==> src/rtl/data_ram_arbiter_pkg.sv <==
// Shared types and constants for the data RAM arbiter.
// Holds the arbiter FSM encoding, the debug byte-lane mask and the saturating-increment helper.
package data_ram_arbiter_pkg;

  typedef enum logic [1:0] {
    ST_IDLE = 2'd0,
    ST_WAIT = 2'd1,
    ST_ACK  = 2'd2
  } arb_state_e;

  localparam logic [3:0] DBG_SEL_FULL = 4'b1111;
  localparam logic [7:0] SAT8_MAX     = 8'hFF;

  function automatic logic [7:0] sat_inc8(input logic [7:0] val);
    return (val == SAT8_MAX) ? SAT8_MAX : val + 8'd1;
  endfunction

endpackage

==> src/rtl/data_ram_arbiter_counter.sv <==
// Free-running event counter that wraps at 2^WIDTH.
// Counts one per enabled cycle, no flow control.
module Counter #(
  parameter int WIDTH = 32
) (
  input  logic             i_clk,
  input  logic             i_rst_n,
  input  logic             i_en,
  output logic [WIDTH-1:0] o_count
);

  logic [WIDTH-1:0] r_count;

  always_ff @(posedge i_clk or negedge i_rst_n) begin
    if (!i_rst_n) begin
      r_count <= '0;
    end else if (i_en) begin
      r_count <= r_count + 1'b1;
    end
  end

  assign o_count = r_count;

endmodule

==> src/rtl/data_ram_arbiter_sat_counter8.sv <==
// 8-bit counter that sticks at 255; clear has priority over enable.
// Single-cycle update, no flow control.
module sat_counter8
  import data_ram_arbiter_pkg::*;
(
  input  logic       i_clk,
  input  logic       i_rst_n,
  input  logic       i_clr,
  input  logic       i_en,
  output logic [7:0] o_cnt
);

  logic [7:0] r_cnt;

  always_ff @(posedge i_clk or negedge i_rst_n) begin
    if (!i_rst_n) begin
      r_cnt <= 8'd0;
    end else if (i_clr) begin
      r_cnt <= 8'd0;
    end else if (i_en) begin
      r_cnt <= sat_inc8(r_cnt);
    end
  end

  assign o_cnt = r_cnt;

endmodule

==> src/rtl/data_ram_arbiter.sv <==
// Shares the data RAM between the MEM stage (absolute priority, never stalled) and a debug port.
// Debug access completes 2 cycles after acceptance plus one cycle per CPU-busy cycle.
module data_ram_arbiter
  import data_ram_arbiter_pkg::*;
#(
  parameter int ADDR_BITS    = 12,
  parameter int STARVE_LIMIT = 16
) (
  input  logic                 i_clk,
  input  logic                 i_rst_n,
  input  logic                 i_cpu_en,
  input  logic                 i_cpu_rw,
  input  logic [ADDR_BITS-3:0] i_cpu_addr,
  input  logic [3:0]           i_cpu_sel,
  input  logic [31:0]          i_cpu_wdata,
  output logic [31:0]          o_cpu_rdata,
  input  logic                 i_dbg_req,
  input  logic                 i_dbg_rw,
  input  logic [ADDR_BITS-3:0] i_dbg_addr,
  input  logic [31:0]          i_dbg_wdata,
  output logic                 o_dbg_ack,
  output logic [31:0]          o_dbg_rdata,
  output logic                 o_dbg_starved,
  output logic [31:0]          o_conflict_cnt,
  output logic [ADDR_BITS-3:0] o_ram_addr,
  output logic [3:0]           o_ram_sel,
  output logic                 o_ram_rw,
  output logic [31:0]          o_ram_data_in,
  input  logic [31:0]          i_ram_data_out
);

  localparam logic [7:0] LP_STARVE = 8'(STARVE_LIMIT);

  arb_state_e           r_state;
  arb_state_e           w_next_state;
  logic                 w_accept;
  logic                 w_grant;
  logic                 w_cpu_wins;
  logic [7:0]           w_wait_cnt;

  logic                 r_req_rw;
  logic [ADDR_BITS-3:0] r_req_addr;
  logic [31:0]          r_req_wdata;
  logic [31:0]          r_dbg_rdata;

  always_ff @(posedge i_clk or negedge i_rst_n) begin
    if (!i_rst_n) begin
      r_state <= ST_IDLE;
    end else begin
      r_state <= w_next_state;
    end
  end

  // The grant decision looks only at this cycle's cpu_en; no lookahead.
  always_comb begin
    w_next_state = r_state;
    w_accept     = 1'b0;
    w_grant      = 1'b0;
    w_cpu_wins   = 1'b0;
    case (r_state)
      ST_IDLE: begin
        if (i_dbg_req) begin
          w_accept     = 1'b1;
          w_next_state = ST_WAIT;
        end
      end
      ST_WAIT: begin
        if (i_cpu_en) begin
          w_cpu_wins = 1'b1;
        end else begin
          w_grant      = 1'b1;
          w_next_state = ST_ACK;
        end
      end
      ST_ACK: begin
        w_next_state = ST_IDLE;
      end
      default: begin
        w_next_state = ST_IDLE;
      end
    endcase
  end

  always_ff @(posedge i_clk or negedge i_rst_n) begin
    if (!i_rst_n) begin
      r_req_rw    <= 1'b0;
      r_req_addr  <= '0;
      r_req_wdata <= 32'd0;
    end else if (w_accept) begin
      r_req_rw    <= i_dbg_rw;
      r_req_addr  <= i_dbg_addr;
      r_req_wdata <= i_dbg_wdata;
    end
  end

  always_ff @(posedge i_clk or negedge i_rst_n) begin
    if (!i_rst_n) begin
      r_dbg_rdata <= 32'd0;
    end else if (w_grant && !r_req_rw) begin
      r_dbg_rdata <= i_ram_data_out;
    end
  end

  // Debug side drives the RAM only from its request registers, never from dbg_* inputs.
  always_comb begin
    o_ram_addr    = i_cpu_addr;
    o_ram_sel     = i_cpu_sel;
    o_ram_rw      = i_cpu_en & i_cpu_rw;
    o_ram_data_in = i_cpu_wdata;
    if (w_grant) begin
      o_ram_addr    = r_req_addr;
      o_ram_sel     = DBG_SEL_FULL;
      o_ram_rw      = r_req_rw;
      o_ram_data_in = r_req_wdata;
    end
  end

  sat_counter8 u_wait_cnt (
    .i_clk   (i_clk),
    .i_rst_n (i_rst_n),
    .i_clr   (w_accept),
    .i_en    (w_cpu_wins),
    .o_cnt   (w_wait_cnt)
  );

  Counter #(
    .WIDTH (32)
  ) u_conflict_cnt (
    .i_clk   (i_clk),
    .i_rst_n (i_rst_n),
    .i_en    (w_cpu_wins),
    .o_count (o_conflict_cnt)
  );

  assign o_cpu_rdata   = i_ram_data_out;
  assign o_dbg_ack     = (r_state == ST_ACK);
  assign o_dbg_rdata   = r_dbg_rdata;
  assign o_dbg_starved = (r_state == ST_WAIT) && (w_wait_cnt >= LP_STARVE);

endmodule

==> config.mk <==
export PLATFORM = sky130hd
export DESIGN_NAME = data_ram_arbiter
export DESIGN_NICKNAME = d
export VERILOG_FILES = /design/src/rtl/data_ram_arbiter_pkg.sv /design/src/rtl/data_ram_arbiter_counter.sv /design/src/rtl/data_ram_arbiter_sat_counter8.sv /design/src/rtl/data_ram_arbiter.sv
export SDC_FILE = /design/constraint.sdc
export NUM_CORES = 1
export LEC_CHECK = 0
export CAP_MARGIN = 20
export CORE_MARGIN = 10
export CORE_UTILIZATION = 32
export CTS_CLUSTER_DIAMETER = 200
export DETAILED_ROUTE_END_ITERATION = 8
export HOLD_SLACK_MARGIN = 0.1
export PLACE_DENSITY = 0.66
export SYNTH_ARGS = -nofsm -noshare
export SYNTH_HDL_FRONTEND = slang
export SYNTH_HIERARCHICAL = 1
export SYNTH_SLANG_ARGS = --single-unit
==> constraint.sdc <==
create_clock -name i_clk -period 6.4 [get_ports i_clk]
set_input_delay 0.96 -clock i_clk [delete_from_list [all_inputs] [get_ports i_clk]]
set_output_delay 0.96 -clock i_clk [all_outputs]
set_load 0.01 [all_outputs]
==> impl_results.md, run 1 <==
- Proportion of synthesized flip-flops having asynchronous set or reset: 100%
- Final weighted congestion in routability-driven placement: 0.763
- Main flop type after synthesis: dfrtp_1
- Post-Route Setup TNS: 0 ns
- Power per standard cell area: 334 mW/mm²
- Post-synthesis cell count: 422
- Routed WL per cell: 17.5 µm
- Req. time, crit path: 5.44 ns
- Power Total: 2.98 mW
- Endpoint type of the worst setup path: output pin
- Leakage Power: 3.66 nW
- Top-count cell post-synth: dfrtp_1
- Crit path launch type: input port
- Number of CTS-inserted buffers: 17
- Cell Rows: 48
- Count of antenna-violating nets left after detailed routing: 0
- Start point of the worst min-delay path: u_conflict_cnt/o_count[31]
- Port bufs: 270
- Critical path buffer and inverter count: 3
- Post-synth EDFFs: 0
- Layout Skew: 0.00885 ns
- Worst-path clk slew: 0.06 ns
- Syn Nets: 550
- Resized Gates After CTS: 0
- Fraction of power consumed by combinational cells: 29.4%
- Largest buffer count on any clock path: 2
- Post-detailed-routing wire length: 15900 µm
- WP data arrival: 3.21 ns
- Core box area: 0.0173 mm²
- Highest-delay cell along the critical path: clkdlybuf4s50_1
- Die Outline Area: 0.0233 mm²
- Num Clock Sinks: 117
- Vias in the first global route: 4822
- Depth of the worst register-to-register path: 6
- Main area contributors after synthesis: dfrtp_1 52%, mux2_2 23%, buf_4 4.9%, xnor2_1 3.0%, xor2_1 1.9%
- Area fraction of the dominant cell type after synthesis: 52.0%
- DIE WIDTH: 153 µm
- Startpoint-to-endpoint class of the critical path: in2out
- Yosys Warn Count: 6
- Type of the most critical hold path: reg2reg
- Post-CTS Hold Buffers: 0
- Number of primary I/O pins: 271
- NetSw: 818 µW
- Leading area contributor after synthesis: dfrtp_1
- Worst-skew pair later-pin latency: 0.41 ns
- Average vias per placed instance: 4.69
- Initial antenna violation count: 1
- Critical Path Stages: 5
- Net count, final: 797
- R2R setup slack: 3.96 ns
- Cell type group with the largest total delay on the critical path: buffers and inverters
- Sequential cell fraction of total power: 35.9%
- Final hold violation count: 0
- Largest net degree at the start of global routing: 67
- Layout cell share with drive strength beyond 1: 24.9%
- Post-CTS setup-driven buffer insertion count: 0
- Placed wire-length estimate after detailed placement: 12400 µm
- Least-Margin Pin Slew: 0.836 ns
- Unrepaired setup endpoints after global routing: false
- Run status: finished clean
- Maximum net fanout on the critical path: 47
- Final number of max-transition violations: 0
- Share of the clock period used by the worst path: 65.1%
- Highest achievable clock rate: 240 MHz
- RR Startpoint: r_state[1]
- H-tree depth: 4
- Capturing point of the worst reg2reg path: u_conflict_cnt/o_count[27]
- Chip height: 153 µm
- Number of synthesized register bits: 117
- DRC violations left: 0
- Fraction of the yosys area taken by sequential cells: 52.0%
- Fill count: 1461
- Mapped cell area: 0.00563 mm²
- Fin crit period: 4.17 ns
- Mean instance size in the synthesized netlist: 13.3 µm²
- Total overflow reported by the global router: 0
- Capture endpoint of the worst hold path: u_conflict_cnt/o_count[31]
- Total global-route track usage: 13.5%
- Maximum single-stage delay on the critical path: 0.57 ns
- Root Driver: clkbuf_16
- Most prevalent standard cell on the critical path: clkdlybuf4s50_1
- Crit path from: i_cpu_en
- Starting utilization of the core area: 32.6%
- Worst IR Drop VDD: 0.172 mV
- Number of max-capacitance violations reported: 0
- Rel. slew slack: 44.3%
- Total iterations of the first detailed-routing run: 4
- Combined area of the multi-input logic cells: 0.00233 mm²
- Clock tree from TritonCTS: done
- Final count of negative-setup-slack endpoints: 0
- Switching power as a share of total power: 27.4%
- Clock network power share: 34.7%
- First-pass GRT wire length: 25800 µm
- Chain of cells forming the critical path: clkdlybuf4s50_1, nor3b_4, buf_4, mux2_2, clkdlybuf4s50_1
- Number of design-rule violations left by the first detailed-router iteration: 83
- Signed area change from the synthesized netlist to the final layout: 58.8%
- Most used standard cells in the synthesized netlist: 117 x dfrtp_1, 113 x mux2_2, 37 x buf_4, 19 x xnor2_1, 12 x xor2_1
- Number of distinct library cells after synthesis: 44
- Int Pwr: 2.17 mW
- Register area: 0.00293 mm²
- Instance count along the most critical hold path: 1
- Vias: 4260
-- metrics by stage --
stage	instances	worst slack, ns	hold WS [ns]	util, %	cell area (µm²)
finish	908	2.23	0.476	51.7	8940
CTS	907	2.22	0.476	51.7	8940
global placement	875	2.33	0.464	47.9	8290
floorplan	422	3.61	0.475	-	5630
global route	908	2.09	0.511	51.7	8940
detailed placement	875	2.22	0.466	47.9	8290
-- kinds of logic (layout without fill, tap and decap cells) --
logic type	Yosys count	count (layout)	synth area share, %
compound gates	13	13	1.58
mux	119	119	23.8
buf+inv	51	311	6.89
simple gates	89	89	10.5
xor+xnor	31	31	4.82
flops	117	117	52.0
fa+ha+maj	2	2	0.444
other cells	0	1	0
-- metal layers --
metal / up-vias / GRT usage, % / routed length, µm
met5: - / 0 / 0
met4: 0 / 4.50 / 168
met3: 11 / 7.31 / 1720
met2: 171 / 22.9 / 8060
met1: 2081 / 13.8 / 5960
li1: 1997 / - / -
-- final cells by class --
| class | count | share of cell area (%) |
|---|---|---|
| clock inverter | 15 | 2.46 |
| inverter | 3 | 0.126 |
| sequential | 117 | 32.8 |
| timing repair buffer | 276 | 30.7 |
| antenna | 1 | 0.0280 |
| clock buffer | 17 | 4.76 |
| tap | 225 | 3.15 |
| multi-input combinational | 254 | 26.0 |
-- cell usage in the layout, fill, tap and decap left out, types with 2 or more instances in the layout --
master and instances:
a311oi_1 2, xor2_1 12, and4_1 4, and2_1 2, mux2_2 113, nand4_1 11, clkinv_4 5, nand3_1 11
nor3_1 7, inv_1 3, inv_8 2, nor3b_1 2, a21oi_1 3, a31oi_1 3, and4_2 2, dfrtp_1 117
and3_2 2, mux2_1 5, bufinv_16 4, clkdlybuf4s50_1 269, nor2_1 7, nor4_2 2, inv_6 3, clkbuf_16 17
ha_1 2, nor4_1 5, xnor2_1 19, a211oi_1 2, nand2_1 11, and3_1 7, or2_2 4, buf_4 7
-- sequential cells by signal (all words and copies together) (netlist names) --
name / cells
o_dbg_rdata: 32
r_req_wdata: 32
u_conflict_cnt/o_count: 32
r_req_addr: 10
u_wait_cnt/o_cnt: 8
r_state: 2
r_req_rw: 1
-- power by group through the flow --
stage | Clock (mW) | Combinational, mW | Sequential [mW]
2_1_floorplan | 0 | 0.349 | 1.11
3_3_place_gp | 0 | 0.873 | 1.08
3_5_place_dp | 0 | 0.891 | 1.09
4_1_cts | 1.07 | 0.895 | 1.08
5_1_grt | 1.10 | 0.935 | 1.11
6_report | 1.04 | 0.877 | 1.07
-- worst max path at each step --
| stage | slack [ns] | to |
|---|---|---|
| after floorplan | 3.61 | o_ram_addr[0] |
| after detailed placement | 2.22 | o_ram_data_in[16] |
| after global placement | 2.33 | o_ram_addr[8] |
| after global routing | 2.09 | o_ram_data_in[18] |
| final | 2.23 | o_ram_data_in[17] |
| after CTS | 2.22 | o_ram_data_in[17] |
Power figures use the tool's default switching activity.
==> inputs of run 2 (changes only) <==
PLACE_DENSITY = 0.68   (was 0.66)
clock period = 3.6 ns   (was 6.4 ns; I/O delays follow)
==> impl_results.md, run 2 (same netlist as run 1, synthesis figures left out) <==
- Worst-path clk slew: 0.05 ns (about the same)
- Initial antenna violation count: 0 (-1)
- Power per standard cell area: 590 mW/mm² (+77%)
- Layout Skew: 0.00995 ns (+0.00111 ns)
- First-pass GRT wire length: 26400 µm (+2.2%)
- Number of primary I/O pins: 271 (unchanged)
- Worst-case hold slack: 0.174 ns (-0.302 ns)
- Routed WL per cell: 18.0 µm (+3.0%)
- Run status: finished clean
- DIE WIDTH: 153 µm (unchanged)
- Type of the most critical hold path: in2async
- Final number of max-transition violations: 0 (unchanged)
- DRC violations left: 0 (unchanged)
- Number of max-capacitance violations reported: 0 (unchanged)
- Chip height: 153 µm (unchanged)
- Count of antenna-violating nets left after detailed routing: 0 (unchanged)
- Fin crit period: 3.10 ns
- Post-Route Setup TNS: 0 ns (unchanged)
- Rel. slew slack: 52.0% (+7.7 points)
- Fill count: 1484 (+1.6%)
- Register area: 0.00293 mm² (unchanged)
- Largest net degree at the start of global routing: 67 (unchanged)
- Unrepaired setup endpoints after global routing: false
- Num Clock Sinks: 117 (unchanged)
- Share of the clock period used by the worst path: 86.2%
- Req. time, crit path: 3.06 ns (-2.38 ns)
- Net count, final: 797 (unchanged)
- Core box area: 0.0173 mm² (unchanged)
- Least-Margin Pin Slew: 0.717 ns (-0.119 ns)
- Commonest non-fill, non-tap cell in the layout: clkdlybuf4s50_1
- Layout cell share with drive strength beyond 1: 24.5% (-0.44 points)
- Vias in the first global route: 4812 (-0.21%)
- Port bufs: 270 (unchanged)
- Vias: 4230 (-0.70%)
- Maximum net fanout on the critical path: 47 (unchanged)
- Non-filler instance count after layout: 907 (-0.11%)
- Endpoint type of the worst setup path: output pin
- Final count of negative-setup-slack endpoints: 0 (unchanged)
- Final weighted congestion in routability-driven placement: 0.759 (-0.47%)
- Number of design-rule violations left by the first detailed-router iteration: 79 (-4.8%)
- WP data arrival: 2.56 ns (-0.65 ns)
- Post-CTS setup-driven buffer insertion count: 0 (unchanged)
- Average vias per placed instance: 4.66 (-0.59%)
- Total iterations of the first detailed-routing run: 4 (unchanged)
- Starting utilization of the core area: 32.6% (unchanged)
- Signed area change from the synthesized netlist to the final layout: 59.2%
- Leakage Power: 3.67 nW (about the same)
- Startpoint-to-endpoint class of the critical path: in2out
- Die Outline Area: 0.0233 mm² (unchanged)
- Post-route core utilization: 51.8% (+0.14 points)
- Post-CTS Hold Buffers: 0 (unchanged)
- Root Driver: clkbuf_16
- Largest buffer count on any clock path: 2 (unchanged)
- Total overflow reported by the global router: 0 (unchanged)
- Number of CTS-inserted buffers: 17 (unchanged)
- Clock tree from TritonCTS: done
- Cell Rows: 48 (unchanged)
- Highest achievable clock rate: 322 MHz
- H-tree depth: 4 (unchanged)
- Post-detailed-routing wire length: 16400 µm (+2.9%)
- Count of antenna diodes in the layout: 0 (-1)
- Setup WS pre-CTS: 0.499 ns (-1.72 ns)
- Setup slack after layout: 0.495 ns (-1.74 ns)
- Total placed cells including tap cells: 875 (unchanged)
- Final hold violation count: 0 (unchanged)
- Combined area of the multi-input logic cells: 0.00233 mm² (unchanged)
- Worst-skew pair later-pin latency: 0.40 ns (about the same)
- Worst IR Drop VDD: 0.316 mV (+84%)
- Most frequent cells in the layout: 269 x clkdlybuf4s50_1, 117 x dfrtp_1, 113 x mux2_2, 19 x xnor2_1, 17 x clkbuf_16
- Total global-route track usage: 13.9% (+0.39 points)
- Placed wire-length estimate after detailed placement: 12900 µm (+4.5%)
- Resized Gates After CTS: 0 (unchanged)
- Crit path launch type: input port
## run 2: power by group
group          leakage, nW  total, mW  internal (mW)  switching (mW)
registers             1.45       1.92           1.68           0.244
logic                 1.92       1.57          0.999           0.571
clock network        0.302       1.79           1.20           0.589
total                 3.67       5.28           3.88            1.40
## run 2: layout make-up
class	instances	share of cell area [%]
Clock inverter	10	1.90
Inverter	3	0.126
Multi-Input combinational cell	254	25.9
Clock buffer	22	5.18
Tap cell	225	3.14
Timing Repair Buffer	276	31.0
Sequential cell	117	32.7
## run 2: final timing paths
check / cells past startpoint / start / slack (ns) / endpoint
max in group asynchronous: 2 / i_rst_n / 2.61 / r_state[1]
min: 1 / i_rst_n / 0.17 / u_conflict_cnt/o_count[19]
max: 5 / i_cpu_en / 0.50 / o_ram_data_in[24]
min reg2reg: 1 / u_conflict_cnt/o_count[31] / 0.48 / u_conflict_cnt/o_count[31]
max reg2reg: 6 / r_state[1] / 1.30 / u_conflict_cnt/o_count[28]
min in group i_clk: 1 / u_conflict_cnt/o_count[31] / 0.48 / u_conflict_cnt/o_count[31]
## run 2: critical path: stages
cell	delay (ns)
clkdlybuf4s50_1	0.56
nor3b_4	0.30
buf_12	0.26
mux2_2	0.37
clkdlybuf4s50_1	0.49
## run 2: routing by layer
metal	routed length (µm)	track usage [%]	part of all wire [%]	up-vias
met5	0	0	0	-
met4	212	4.31	1.3	0
met3	1420	5.93	8.7	15
met2	8500	24.5	52	166
met1	6240	14.6	38	2055
li1	-	-	-	1994
## run 2: metrics by stage
stage / power, mW / area [µm²]
CTS: 5.37 / 8960
floorplan: 2.60 / 5630
detailed placement: 3.54 / 8330
finish: 5.28 / 8960
global route: 5.57 / 8960
global placement: 3.49 / 8330
